`config.mk`:
```
export PLATFORM = sky130hd
export DESIGN_NAME = fp_accumulator_flat
export DESIGN_NICKNAME = d
export VERILOG_FILES = /design/src/rtl/fp_accumulator_if.sv /design/src/rtl/fp_accumulator.sv /design/src/flat_wrapper.sv
export SDC_FILE = /design/constraint.sdc
export NUM_CORES = 1
export LEC_CHECK = 0
export BUFFER_PORTS_ARGS = -buffer_cell sky130_fd_sc_hd__buf_2
export CORE_ASPECT_RATIO = 0.9
export CORE_MARGIN = 4
export CORE_UTILIZATION = 62
export DETAILED_ROUTE_END_ITERATION = 7
export PLACE_DENSITY = 0.9
export SETUP_SLACK_MARGIN = 0.3
export SLEW_MARGIN = 20
export SYNTH_ARGS = -nofsm -noshare
export SYNTH_HDL_FRONTEND = slang
export SYNTH_SLANG_ARGS = --single-unit
```
`constraint.sdc`:
```
create_clock -name clk -period 4.45 [get_ports clk]
set_input_delay 0.89 -clock clk [delete_from_list [all_inputs] [get_ports clk]]
set_output_delay 0.89 -clock clk [all_outputs]
set_load 0.005 [all_outputs]
```
`src/rtl/fp_accumulator_if.sv`:
```
// Handshake and result bundle between the mult stage (master) and fp_accumulator (slave).
interface fp_accumulator_if;
    logic        clr;
    logic        in_valid;
    logic        in_ready;
    logic [31:0] in_data;
    logic [31:0] acc;
    logic        acc_valid;
    logic        ovf;
    logic        busy;

    modport master (output clr, in_valid, in_data,
                    input  in_ready, acc, acc_valid, ovf, busy);
    modport slave  (input  clr, in_valid, in_data,
                    output in_ready, acc, acc_valid, ovf, busy);
endinterface

```
`src/rtl/fp_accumulator.sv`:
```
// Multi-cycle IEEE-754 single-precision accumulator: align, add, then normalise one bit per cycle.
// Denormal inputs flush to +0, alignment truncates, and overflow saturates to the largest finite value.
module fp_accumulator (
    input  logic             clk,
    input  logic             rst_n,
    fp_accumulator_if.slave  io_bus
);
    typedef enum logic [1:0] {IDLE, ALIGN, ADD, NORM} state_t;

    state_t      r_state;
    state_t      w_stateNext;

    logic [31:0] r_acc;
    logic        r_accValid;
    logic        r_ovf;

    logic        r_opSign;
    logic [7:0]  r_opExp;
    logic [23:0] r_opMan;

    logic        r_resSign;
    logic [7:0]  r_resExp;
    logic [23:0] r_bigMan;
    logic [23:0] r_smallMan;
    logic        r_subtract;
    logic [24:0] r_sum;

    logic        w_accept;
    logic        w_special;
    logic        w_accSign;
    logic [7:0]  w_accExp;
    logic [23:0] w_accMan;
    logic        w_opBigger;
    logic [7:0]  w_bigExp;
    logic [7:0]  w_expDiff;
    logic [23:0] w_smallRaw;
    logic [23:0] w_shifted;
    logic [24:0] w_addSum;
    logic        w_normDone;
    logic        w_normOvf;
    logic [31:0] w_normResult;
    logic [24:0] w_normSum;
    logic [7:0]  w_normExp;

    // The stored total is always normalised, zero or saturated, so the hidden bit follows the exponent.
    assign w_accSign = r_acc[31];
    assign w_accExp  = r_acc[30:23];
    assign w_accMan  = (w_accExp == 8'd0) ? 24'd0 : {1'b1, r_acc[22:0]};

    assign w_opBigger = {r_opExp, r_opMan} > {w_accExp, w_accMan};
    assign w_bigExp   = w_opBigger ? r_opExp : w_accExp;
    assign w_expDiff  = w_opBigger ? (r_opExp - w_accExp) : (w_accExp - r_opExp);
    assign w_smallRaw = w_opBigger ? w_accMan : r_opMan;
    assign w_shifted  = (w_expDiff >= 8'd25) ? 24'd0 : (w_smallRaw >> w_expDiff);

    assign w_addSum = r_subtract ? ({1'b0, r_bigMan} - {1'b0, r_smallMan})
                                 : ({1'b0, r_bigMan} + {1'b0, r_smallMan});

    always_comb begin
        w_normDone   = 1'b0;
        w_normOvf    = 1'b0;
        w_normResult = 32'd0;
        w_normSum    = r_sum;
        w_normExp    = r_resExp;
        if (r_sum == 25'd0) begin
            w_normDone = 1'b1;
        end else if (r_sum[24]) begin
            if (r_resExp == 8'd254) begin
                w_normDone   = 1'b1;
                w_normOvf    = 1'b1;
                w_normResult = {r_resSign, 31'h7F7FFFFF};
            end else begin
                w_normSum = r_sum >> 1;
                w_normExp = r_resExp + 8'd1;
            end
        end else if (r_sum[23]) begin
            w_normDone   = 1'b1;
            w_normResult = {r_resSign, r_resExp, r_sum[22:0]};
        end else if (r_resExp == 8'd1) begin
            // One more left shift would underflow the exponent, so the result flushes to +0.
            w_normDone = 1'b1;
        end else begin
            w_normSum = r_sum << 1;
            w_normExp = r_resExp - 8'd1;
        end
    end

    always_comb begin
        w_stateNext = r_state;
        w_accept    = 1'b0;
        w_special   = 1'b0;
        if (io_bus.clr) begin
            w_stateNext = IDLE;
        end else begin
            case (r_state)
                IDLE: begin
                    if (io_bus.in_valid) begin
                        w_accept = 1'b1;
                        if (io_bus.in_data[30:23] == 8'hFF) begin
                            w_special = 1'b1;
                        end else begin
                            w_stateNext = ALIGN;
                        end
                    end
                end
                ALIGN:   w_stateNext = ADD;
                ADD:     w_stateNext = NORM;
                NORM:    w_stateNext = w_normDone ? IDLE : NORM;
                default: w_stateNext = IDLE;
            endcase
        end
    end

    always_ff @(posedge clk or negedge rst_n) begin
        if (!rst_n) begin
            r_state <= IDLE;
        end else begin
            r_state <= w_stateNext;
        end
    end

    always_ff @(posedge clk or negedge rst_n) begin
        if (!rst_n) begin
            r_acc      <= 32'd0;
            r_accValid <= 1'b0;
            r_ovf      <= 1'b0;
            r_opSign   <= 1'b0;
            r_opExp    <= 8'd0;
            r_opMan    <= 24'd0;
            r_resSign  <= 1'b0;
            r_resExp   <= 8'd0;
            r_bigMan   <= 24'd0;
            r_smallMan <= 24'd0;
            r_subtract <= 1'b0;
            r_sum      <= 25'd0;
        end else begin
            r_accValid <= 1'b0;
            if (io_bus.clr) begin
                r_acc <= 32'd0;
                r_ovf <= 1'b0;
            end else begin
                case (r_state)
                    IDLE: begin
                        if (w_special) begin
                            r_ovf      <= 1'b1;
                            r_accValid <= 1'b1;
                        end else if (w_accept) begin
                            r_opExp <= io_bus.in_data[30:23];
                            if (io_bus.in_data[30:23] == 8'd0) begin
                                r_opSign <= 1'b0;
                                r_opMan  <= 24'd0;
                            end else begin
                                r_opSign <= io_bus.in_data[31];
                                r_opMan  <= {1'b1, io_bus.in_data[22:0]};
                            end
                        end
                    end
                    ALIGN: begin
                        r_resSign  <= w_opBigger ? r_opSign : w_accSign;
                        r_resExp   <= w_bigExp;
                        r_bigMan   <= w_opBigger ? r_opMan : w_accMan;
                        r_smallMan <= w_shifted;
                        r_subtract <= r_opSign ^ w_accSign;
                    end
                    ADD: begin
                        r_sum <= w_addSum;
                    end
                    NORM: begin
                        r_sum    <= w_normSum;
                        r_resExp <= w_normExp;
                        if (w_normDone) begin
                            r_acc      <= w_normResult;
                            r_accValid <= 1'b1;
                            if (w_normOvf) begin
                                r_ovf <= 1'b1;
                            end
                        end
                    end
                    default: ;
                endcase
            end
        end
    end

    assign io_bus.in_ready  = (r_state == IDLE) && !io_bus.clr;
    assign io_bus.busy      = (r_state != IDLE);
    assign io_bus.acc       = r_acc;
    assign io_bus.acc_valid = r_accValid;
    assign io_bus.ovf       = r_ovf;
endmodule

```
`src/flat_wrapper.sv`:
```
// flat-port wrapper written by rule: the top's interface ports become plain ports
module fp_accumulator_flat 
  (clk, rst_n, io_bus_clr, io_bus_in_valid, io_bus_in_data, io_bus_in_ready, io_bus_acc, io_bus_acc_valid, io_bus_ovf, io_bus_busy);
  fp_accumulator_if io_bus_i ();
  input  logic clk;
  input  logic rst_n;
  input wire logic [$bits(io_bus_i.clr)-1:0] io_bus_clr;
  input wire logic [$bits(io_bus_i.in_valid)-1:0] io_bus_in_valid;
  input wire logic [$bits(io_bus_i.in_data)-1:0] io_bus_in_data;
  output wire logic [$bits(io_bus_i.in_ready)-1:0] io_bus_in_ready;
  output wire logic [$bits(io_bus_i.acc)-1:0] io_bus_acc;
  output wire logic [$bits(io_bus_i.acc_valid)-1:0] io_bus_acc_valid;
  output wire logic [$bits(io_bus_i.ovf)-1:0] io_bus_ovf;
  output wire logic [$bits(io_bus_i.busy)-1:0] io_bus_busy;
  assign io_bus_i.clr = io_bus_clr;
  assign io_bus_i.in_valid = io_bus_in_valid;
  assign io_bus_i.in_data = io_bus_in_data;
  assign io_bus_in_ready = io_bus_i.in_ready;
  assign io_bus_acc = io_bus_i.acc;
  assign io_bus_acc_valid = io_bus_i.acc_valid;
  assign io_bus_ovf = io_bus_i.ovf;
  assign io_bus_busy = io_bus_i.busy;
  fp_accumulator u_core (.clk(clk), .rst_n(rst_n), .io_bus(io_bus_i));
endmodule
```
==> flow_metrics.tcl, run 1 <==
set metrics [dict create \
    crit_path_end_kind "flip-flop" \
    period_share_pct 94.2 \
    setup_viol 0 \
    grt_pass1_vias 10500 \
    cts_sinks 152 \
    place.port_buffers 71 \
    numCtsBuffers 17 \
    synth_seq_area_share_pct 32.8 \
    gp_congestion 0.991 \
    cts_tree "built" \
    drt-wirelength-per-cell_um 23.8 \
    final_core_util_pct 76.3 \
    path_clk_slew_ps 70 \
    synth_cell_types 86 \
    vias_per_cell 6.91 \
    ys.flop_type "dfrtp_1" \
    grt_use_total_pct 36.6 \
    cp_slowest_cell "dfrtp_1" \
    syn_inst 1344 \
    syn_area_um2 11600 \
    fin_crit_ps 4190 \
    vias 11800 \
    fin_ws_ps 259 \
    std_cell_rows 47 \
    clock_tree.buffer_depth 2 \
    cts_hold_buf 0 \
    status "completed" \
    critPathMaxFanout 18 \
    ys_ff_latch 152 \
    grt_pass1_wl_um 59700 \
    antenna_left 0 \
    wl_um 40600 \
    max_stage_delay_ps 390 \
    place_ws_ps -66.7 \
    drc 0 \
    fmax_ghz 0.239 \
    critPathMostFrequentCell "buf_6" \
    rsz0062_at_grt "yes" \
    initial_core_util_pct 63.1 \
    synth-edff-count 0 \
    grt_max_degree 77 \
    nNetsFinal 1562 \
    avgSynthCellArea_um2 8.62 \
    antenna_found_initial 2 \
    arrival_ps 4520 \
    root_buffer "clkbuf_16" \
    grt.overflow.total 0 \
    tightest_slew_ps 1100 \
    synth-warning-count 0 \
    die_w_um 152 \
    hold_viol 0 \
    slew_headroom_pct 26.0 \
    area_growth_pct 20.9 \
    start_kind "flip-flop" \
    htreeDepth 4 \
    crit_path_cell_trace "nor4_2 > nand2_2 > buf_6 > and2_1 > inv_1 > ha_1 > nand3_1 > a21oi_1 > a211o_1 > o31ai_4 > buf_6 > nand2_8 > buf_16 > mux4_2 > buf_4 > a221oi_4 > o31ai_1 > a221o_1" \
    drt-initial-drc-count 1598 \
    async_reset_ff_share_pct 100 \
    max-cap-violations 0 \
    pin_count 72 \
    drt_pass1_iterations 6 \
    drive_gt1_share_pct 24.0 \
    die_h_um 138 \
    syn_nets 1455 \
    clk_latency_ps 440 \
    dpl.hpwl_um 28400 \
    cp.required_ps 4780 \
    hold_class "input pin to asynchronous set/reset pin" \
    skew_ps 12.7 \
    fp.coreArea_um2 18300 \
    worstSetupPathType "flip-flop to flip-flop" \
    dieArea_um2 20900 \
    slew_violations 0 \
]
-- cell usage in the layout (no fill, tap or decap), types with 17 or more instances in the layout --
| master | instances |
|---|---|
| nor2_1 | 106 |
| nor4_1 | 17 |
| a21oi_1 | 119 |
| ha_1 | 64 |
| a22o_1 | 30 |
| o21ai_0 | 129 |
| buf_4 | 79 |
| inv_1 | 53 |
| clkbuf_16 | 18 |
| buf_2 | 70 |
| a22oi_1 | 22 |
| nand3_1 | 18 |
| xnor2_1 | 30 |
| nor3_1 | 36 |
| dfrtp_1 | 152 |
| nand2_1 | 126 |
-- worst max-delay path: cells and delay by family (launching register included) --
kind,cells,cell delay [ps]
muxes,1,340
DFF,1,390
adders and majority gates,1,260
AOI/OAI and AO/OA,6,1360
and+or+nand+nor,5,900
buffers and inverters,5,800
-- stage by stage --
stage	cell area [µm²]	setup TNS, ps	std cells	hold WS [ps]
floorplan	11600	0	1344	450
global placement	12300	0	1628	473
detailed placement	12300	-155	1628	479
CTS	13100	0	1669	460
global route	14000	0	1709	459
finish	14000	0	1710	419
-- worst paths after layout --
path,from,endpoint,slack [ps],cells after the start
min in group clk,u_core.r_bigMan[16],u_core.r_bigMan[16],490,2
max in group asynchronous,rst_n,u_core.r_bigMan[22],3130,2
hold reg to reg,u_core.r_bigMan[16],u_core.r_bigMan[16],490,2
setup / recovery,u_core.io_bus.acc[27],u_core.r_smallMan[1],260,18
setup reg to reg,u_core.io_bus.acc[27],u_core.r_smallMan[1],260,18
hold / removal,rst_n,u_core.r_opMan[8],420,1
-- synthesized netlist by cell type, types with 4 or more instances --
| master | instances | area share, % |
|---|---|---|
| dfrtp_1 | 152 | 33 |
| nand2_1 | 134 | 4.3 |
| o21ai_0 | 132 | 5.7 |
| a21oi_1 | 124 | 5.4 |
| nor2_1 | 106 | 3.4 |
| ha_1 | 72 | 7.8 |
| inv_1 | 61 | 2.0 |
| clkbuf_1 | 56 | 1.8 |
| nor3_1 | 44 | 1.9 |
| a22o_1 | 30 | 2.3 |
| xnor2_1 | 30 | 2.3 |
| a22oi_1 | 25 | 1.6 |
| nand3_1 | 22 | 0.95 |
| and2_1 | 21 | 1.1 |
| nor4_1 | 20 | 1.1 |
| a221oi_1 | 19 | 1.4 |
| mux2i_1 | 16 | 1.4 |
| a21o_1 | 13 | 0.84 |
| nand4_1 | 13 | 0.70 |
| a21boi_0 | 12 | 0.78 |
| o31ai_1 | 12 | 0.78 |
| a221o_1 | 11 | 0.95 |
| mux4_2 | 11 | 2.1 |
| a31oi_1 | 10 | 0.54 |
| nor2b_1 | 10 | 0.54 |
| o21a_1 | 10 | 0.65 |
| a211oi_1 | 9 | 0.58 |
| mux2_2 | 9 | 0.88 |
| o21ai_1 | 9 | 0.39 |
| xor2_1 | 9 | 0.68 |
| buf_2 | 8 | 0.35 |
| buf_6 | 8 | 0.78 |
| nor3b_1 | 8 | 0.52 |
| buf_1 | 7 | 0.23 |
| o211ai_1 | 7 | 0.45 |
| a211o_1 | 6 | 0.45 |
| a221oi_2 | 6 | 0.78 |
| buf_4 | 6 | 0.39 |
| o21bai_1 | 6 | 0.39 |
| o22a_1 | 4 | 0.30 |
| or3_1 | 4 | 0.22 |
-- timing repair --
item                       in CTS  in global routing
hold endpoints to repair        0                  0
pin swaps                      12                 20
setup buffers                   7                 34
resized for setup              25                105
cloned                          2                  6
setup endpoints to repair      24                 30
-- state kept, by name, summed over array words and instances, names as in the netlist --
name / cells
u_core.io_bus.acc: 32
u_core.io_bus.acc_valid: 1
u_core.io_bus.ovf: 1
u_core.r_bigMan: 24
u_core.r_opExp: 8
u_core.r_opMan: 24
u_core.r_opSign: 1
u_core.r_resExp: 8
u_core.r_resSign: 1
u_core.r_smallMan: 24
u_core.r_state: 2
u_core.r_subtract: 1
u_core.r_sum: 25
-- cells by family (layout without fill, tap and decap cells) --
| family | count (synthesis) | after routing | synth area share, % |
|---|---|---|---|
| and+or+nand+nor | 405 | 410 | 16.8 |
| buffers and inverters | 147 | 262 | 5.56 |
| xor gates and xnor gates | 45 | 45 | 3.89 |
| AOI/OAI and AO/OA | 478 | 478 | 26.9 |
| DFF | 152 | 152 | 32.8 |
| muxes | 42 | 42 | 5.66 |
| other | 0 | 1 | 0 |
| adders and majority gates | 75 | 75 | 8.30 |
-- per-layer routing --
layer / up-vias / global-route usage [%] / wire length [µm]
li1: 5161 / - / -
met1: 5547 / 49.6 / 15500
met2: 901 / 58.2 / 18100
met3: 204 / 7.91 / 4900
met4: 2 / 13.9 / 2180
met5: - / 0 / 13
-- layout make-up --
type	count	area [µm²]
multi-input combinational	1050	7780
fill	1269	4340
sequential	152	3800
timing repair buffer	168	1270
clock buffer	20	467
tap	245	307
inverter	62	235
clock inverter	12	133
antenna	1	2.50
Power of run 1 is not shown: default switching activity piles up to over one toggle a cycle in this logic, so the estimate is an artifact.
==> run 2: changes to the inputs <==
- ABC_AREA: unset -> 1
- CORE_UTILIZATION: 62 -> 30
- PLACE_DENSITY: 0.9 -> 0.54
==> flow_metrics.tcl, run 2 <==
set metrics [dict create \
    status "completed" \
    cts_sinks 152 \
    drt_pass1_iterations 5 \
    grt_use_total_pct 19.9 \
    skew_ps 25.8 \
    antennaDiodeCount 0 \
    antenna_left 0 \
    fmax_ghz 0.258 \
    htreeDepth 4 \
    synth-warning-count 0 \
    std_cell_rows 69 \
    fin_crit_ps 3880 \
    drt-wirelength-per-cell_um 18.3 \
    drive_gt1_share_pct 10.5 \
    syn_nets 1878 \
    numCtsBuffers 17 \
    cts_hold_buf 0 \
    r2r-start "u_core.io_bus.acc[30]" \
    synth.area.top_cells "dfrtp_1, nand2_1, ha_1" \
    grt_pass1_wl_um 67600 \
    async_reset_ff_share_pct 100 \
    root_buffer "clkbuf_16" \
    clock_tree.buffer_depth 2 \
    initial_core_util_pct 30.5 \
    syn_inst 1767 \
    syn_area_um2 12100 \
    grt_max_degree 75 \
    dieArea_um2 43500 \
    die_w_um 219 \
    slew_headroom_pct 42.3 \
    die_h_um 198 \
    arrival_ps 4250 \
    synth_top_area_share_pct 31.5 \
    layout_common_cells "nand2_1, inv_1, o21ai_0" \
    largest_reg_flops 32 \
    period_share_pct 87.1 \
    area_growth_pct 14.0 \
    hold_viol 0 \
    worstSetupPathType "flip-flop to flip-flop" \
    nFillCells 4341 \
    critPathMaxFanout 29 \
    setup_viol 0 \
    grt.overflow.total 0 \
    tightest_slew_ps 860 \
    vias_per_cell 5.22 \
    dpl.hpwl_um 33300 \
    multi_input_area_um2 7070 \
    place.port_buffers 71 \
    hold_class "input pin to asynchronous set/reset pin" \
    max-cap-violations 0 \
    cp.required_ps 4830 \
    grt_pass1_vias 11400 \
    synth-edff-count 0 \
    wl_um 43200 \
    ys.flop_type "dfrtp_1" \
    gp_congestion 0.915 \
    clk_latency_ps 450 \
    synth_area_leader_cell "dfrtp_1" \
    rsz0062_at_grt "yes" \
    crit_path_end_kind "flip-flop" \
    drt-initial-drc-count 1374 \
    path_clk_slew_ps 70 \
    startpoint "u_core.io_bus.acc[30]" \
    register_area_um2 3800 \
    pin_count 72 \
    tns_ps 0 \
    cts_tree "built" \
    vias 12300 \
    synth_seq_area_share_pct 31.5 \
    final_common_cell "nand2_1" \
    drc 0 \
    yosys.cell_count.top_type "nand2_1" \
    start_kind "flip-flop" \
    slew_violations 0 \
    avgSynthCellArea_um2 6.83 \
    antenna_found_initial 0 \
    synth_commonest_cells "nand2_1, inv_1, o21ai_0" \
    ys_ff_latch 152 \
    fp.coreArea_um2 39600 \
    nNetsFinal 1920 \
    synth_cell_types 55 \
]
## run 2: cell count changes after synthesis, sizes merged, moves of 21 or more
cell	previous run	this run
o21ai	142	185
xnor2	34	9
o22ai	3	29
a22o	30	0
nand2	137	428
nand3	22	164
nor3	47	16
o211ai	9	35
a221oi	25	0
inv	62	239
xor2	11	32
and2	22	1
## run 2: logic make-up after synthesis
logic type / count (synthesis) / synth area share [%]
adder cells (fa/ha/maj): 75 / 7.96
buffers and inverters: 324 / 10.8
AND/OR/NAND/NOR: 765 / 27.3
AO/OA/AOI/OAI: 410 / 19.5
XOR/XNOR: 41 / 2.97
flip-flops: 152 / 31.5
## run 2: final timing paths
check	slack, ps	cells after the start	endpoint
setup / recovery	570	26	u_core.r_smallMan[1]
hold / removal	430	1	u_core.r_sum[17]
setup reg to reg	570	26	u_core.r_smallMan[1]
hold reg to reg	490	2	u_core.r_bigMan[8]
max in group asynchronous	3080	2	u_core.r_smallMan[16]
min in group clk	490	2	u_core.r_bigMan[8]
## run 2: through the flow
step | std cells | hold WS (ps) | setup WS [ps] | area (µm²) | util, %
final | 2354 | 434 | 573 | 13800 | 34.7
after detailed placement | 2319 | 480 | 253 | 13000 | 32.8
after global routing | 2354 | 506 | 197 | 13800 | 34.7
after global placement | 2319 | 474 | 320 | 13000 | 32.8
after CTS | 2351 | 466 | 308 | 13600 | 34.4
after floorplan | 1767 | 453 | 997 | 12100 | -
## run 2: routing by layer
layer | part of all wire (%) | up-vias | track usage [%] | wire length [µm]
li1 | - | 5968 | - | -
met1 | 49 | 5843 | 30.1 | 21000
met2 | 44 | 429 | 30.7 | 19000
met3 | 6.1 | 40 | 2.39 | 2630
met4 | 1.3 | 0 | 3.93 | 572
met5 | 0 | - | 0 | 0
## run 2: what timing repair did
action                                  4_1_cts  5_1_grt
gates cloned                                  0        1
endpoints found under the setup margin        1       42
gates resized for setup                       1       33
setup buffers                                 0        2
pin swaps                                     0        5
## run 2: critical path, cell delays in order (launching register included)
cell and delay [ps]:
dfrtp_1 390, inv_1 170, nand4_1 130, nor2_2 170, buf_12 190, nor2_1 80
inv_1 90, ha_1 240, nand2_1 70, inv_1 30, o21ai_0 150, nand2_1 90
nor2_1 120, nand2_1 60, nand2_1 90, nand2_4 140, nand2_8 160, nand2_1 70
nand2_1 140, buf_12 190, and2_1 220, nand4_1 160, nand3_1 150, nand3_1 190
a21oi_1 180, nand2_1 70, nand2_1 50
## run 2: final cells by class
type	count	area share, %
Clock buffer	20	3.24
Clock inverter	12	1.38
Inverter	241	6.63
Multi-Input combinational cell	1292	51.4
Sequential cell	152	27.6
Tap cell	532	4.83
Timing Repair Buffer	105	4.93
Power of run 2 is left out for the same reason.
==> run 3: changes to the inputs <==
- CORE_UTILIZATION: 30 -> 63
- CTS_BUF_LIST: unset -> sky130_fd_sc_hd__clkbuf_4 sky130_fd_sc_hd__clkbuf_8 sky130_fd_sc_hd__clkbuf_16
- PLACE_DENSITY: 0.54 -> 0.91
==> flow_metrics.tcl, run 3 (same netlist as run 2, synthesis figures left out) <==
set metrics [dict create \
    status "completed" \
    worstSetupPathType "flip-flop to flip-flop" \
    vias_per_cell 6.22 \
    die_h_um 139 \
    clock_tree.buffer_depth 2 \
    slew_headroom_pct 40.0 \
    tightest_slew_ps 900 \
    drt-wirelength-per-cell_um 19.8 \
    final_common_cell "nand2_1" \
    arrival_ps 4470 \
    layout_common_cells "nand2_1, inv_1, o21ai_0" \
    wl_um 41000 \
    cts_hold_buf 0 \
    std_cell_rows 47 \
    root_buffer "clkbuf_16" \
    nFillCells 1552 \
    antenna_left 0 \
    grt_use_total_pct 37.2 \
    antenna_found_initial 0 \
    multi_input_area_um2 7090 \
    skew_ps 16.6 \
    vias 12800 \
    tns_ps 0 \
    clk_latency_ps 440 \
    drt_pass1_iterations 6 \
    area_growth_pct 10.7 \
    setup_viol 0 \
    drive_gt1_share_pct 10.6 \
    cp.required_ps 4820 \
    antennaDiodeCount 0 \
    drc 0 \
    register_area_um2 3800 \
    hold_viol 0 \
    hold_class "flip-flop to flip-flop" \
    grt.overflow.total 0 \
    period_share_pct 92.1 \
    drt-initial-drc-count 1984 \
    cts_tree "built" \
    hold_depth 2 \
    fp.coreArea_um2 18600 \
    slew_violations 0 \
    start_kind "flip-flop" \
    fin_crit_ps 4100 \
    htreeDepth 4 \
    max-cap-violations 0 \
    rsz0062_at_grt "yes" \
    pin_count 72 \
    die_w_um 154 \
    hold_slack_ps 499 \
    initial_core_util_pct 65.0 \
    grt_max_degree 105 \
    cts_sinks 152 \
    grt_pass1_wl_um 63700 \
    fmax_ghz 0.244 \
    place.port_buffers 71 \
    largest_reg_flops 32 \
    critPathMaxFanout 26 \
    path_clk_slew_ps 70 \
    reg2reg_depth 26 \
    dieArea_um2 21400 \
    nNetsFinal 1918 \
    numCtsBuffers 17 \
    grt_pass1_vias 11500 \
    dpl.hpwl_um 30700 \
    crit_path_end_kind "flip-flop" \
    gp_congestion 1.03 \
]
[run 3: cell type report]
type	count	share of cell area (%)
Sequential cell	152	28.5
Timing Repair Buffer	103	5.02
Inverter	241	6.82
Clock inverter	12	1.02
Multi-Input combinational cell	1292	53.0
Clock buffer	20	3.40
Tap cell	245	2.29
[run 3: routing by layer]
layer | vias up | wire (µm) | track usage (%)
li1 | 5952 | - | -
met1 | 6025 | 17100 | 53.8
met2 | 768 | 18200 | 57.4
met3 | 93 | 4700 | 8.91
met4 | 0 | 991 | 7.43
met5 | - | 0 | 0
[run 3: worst paths after layout]
kind / start / endpoint / slack (ps)
max in group asynchronous: rst_n / u_core.r_opMan[17] / 2960
max reg2reg: u_core.io_bus.acc[26] / u_core.r_smallMan[1] / 350
min reg2reg: u_core.r_bigMan[16] / u_core.r_bigMan[16] / 500
max: u_core.io_bus.acc[26] / u_core.r_smallMan[1] / 350
min: u_core.r_bigMan[16] / u_core.r_bigMan[16] / 500
min in group asynchronous: rst_n / u_core.r_sum[19] / 540
[run 3: through the flow]
step / setup WS [ps] / util [%] / cells / cell area (µm²)
after floorplan: 997 / - / 1767 / 12100
after global placement: 195 / 67.8 / 2029 / 12600
after detailed placement: 162 / 67.8 / 2029 / 12600
after CTS: 310 / 71.1 / 2061 / 13200
after global routing: 153 / 71.9 / 2065 / 13400
final: 352 / 71.9 / 2065 / 13400
[run 3: critical path: stages (launching register included)]
cell      delay, ps
dfrtp_1         430
inv_1            80
nand4_1         120
nor2_2           60
buf_12          160
nor2_1          230
inv_1           120
ha_1            280
nand2_1          50
inv_1            80
nand3_1         110
nor2_2          200
nand2_1          70
nand2_1          50
nand2_1          80
nand2_4         170
nand2_8         120
buf_16          200
nand2_2          80
nand2_4          60
clkinv_2        200
nand4_1         250
nand3_1         180
nand3_1         160
a21oi_2         290
nand2_1          90
nand2_1          60
[run 3: repair_timing]
| item | in CTS | in global routing |
|---|---|---|
| gates cloned | 0 | 2 |
| setup buffers | 0 | 2 |
| gates resized for setup | 4 | 31 |
| pin swaps | 0 | 7 |
| setup endpoints to repair | 3 | 40 |
Power of run 3 is left out for the same reason.
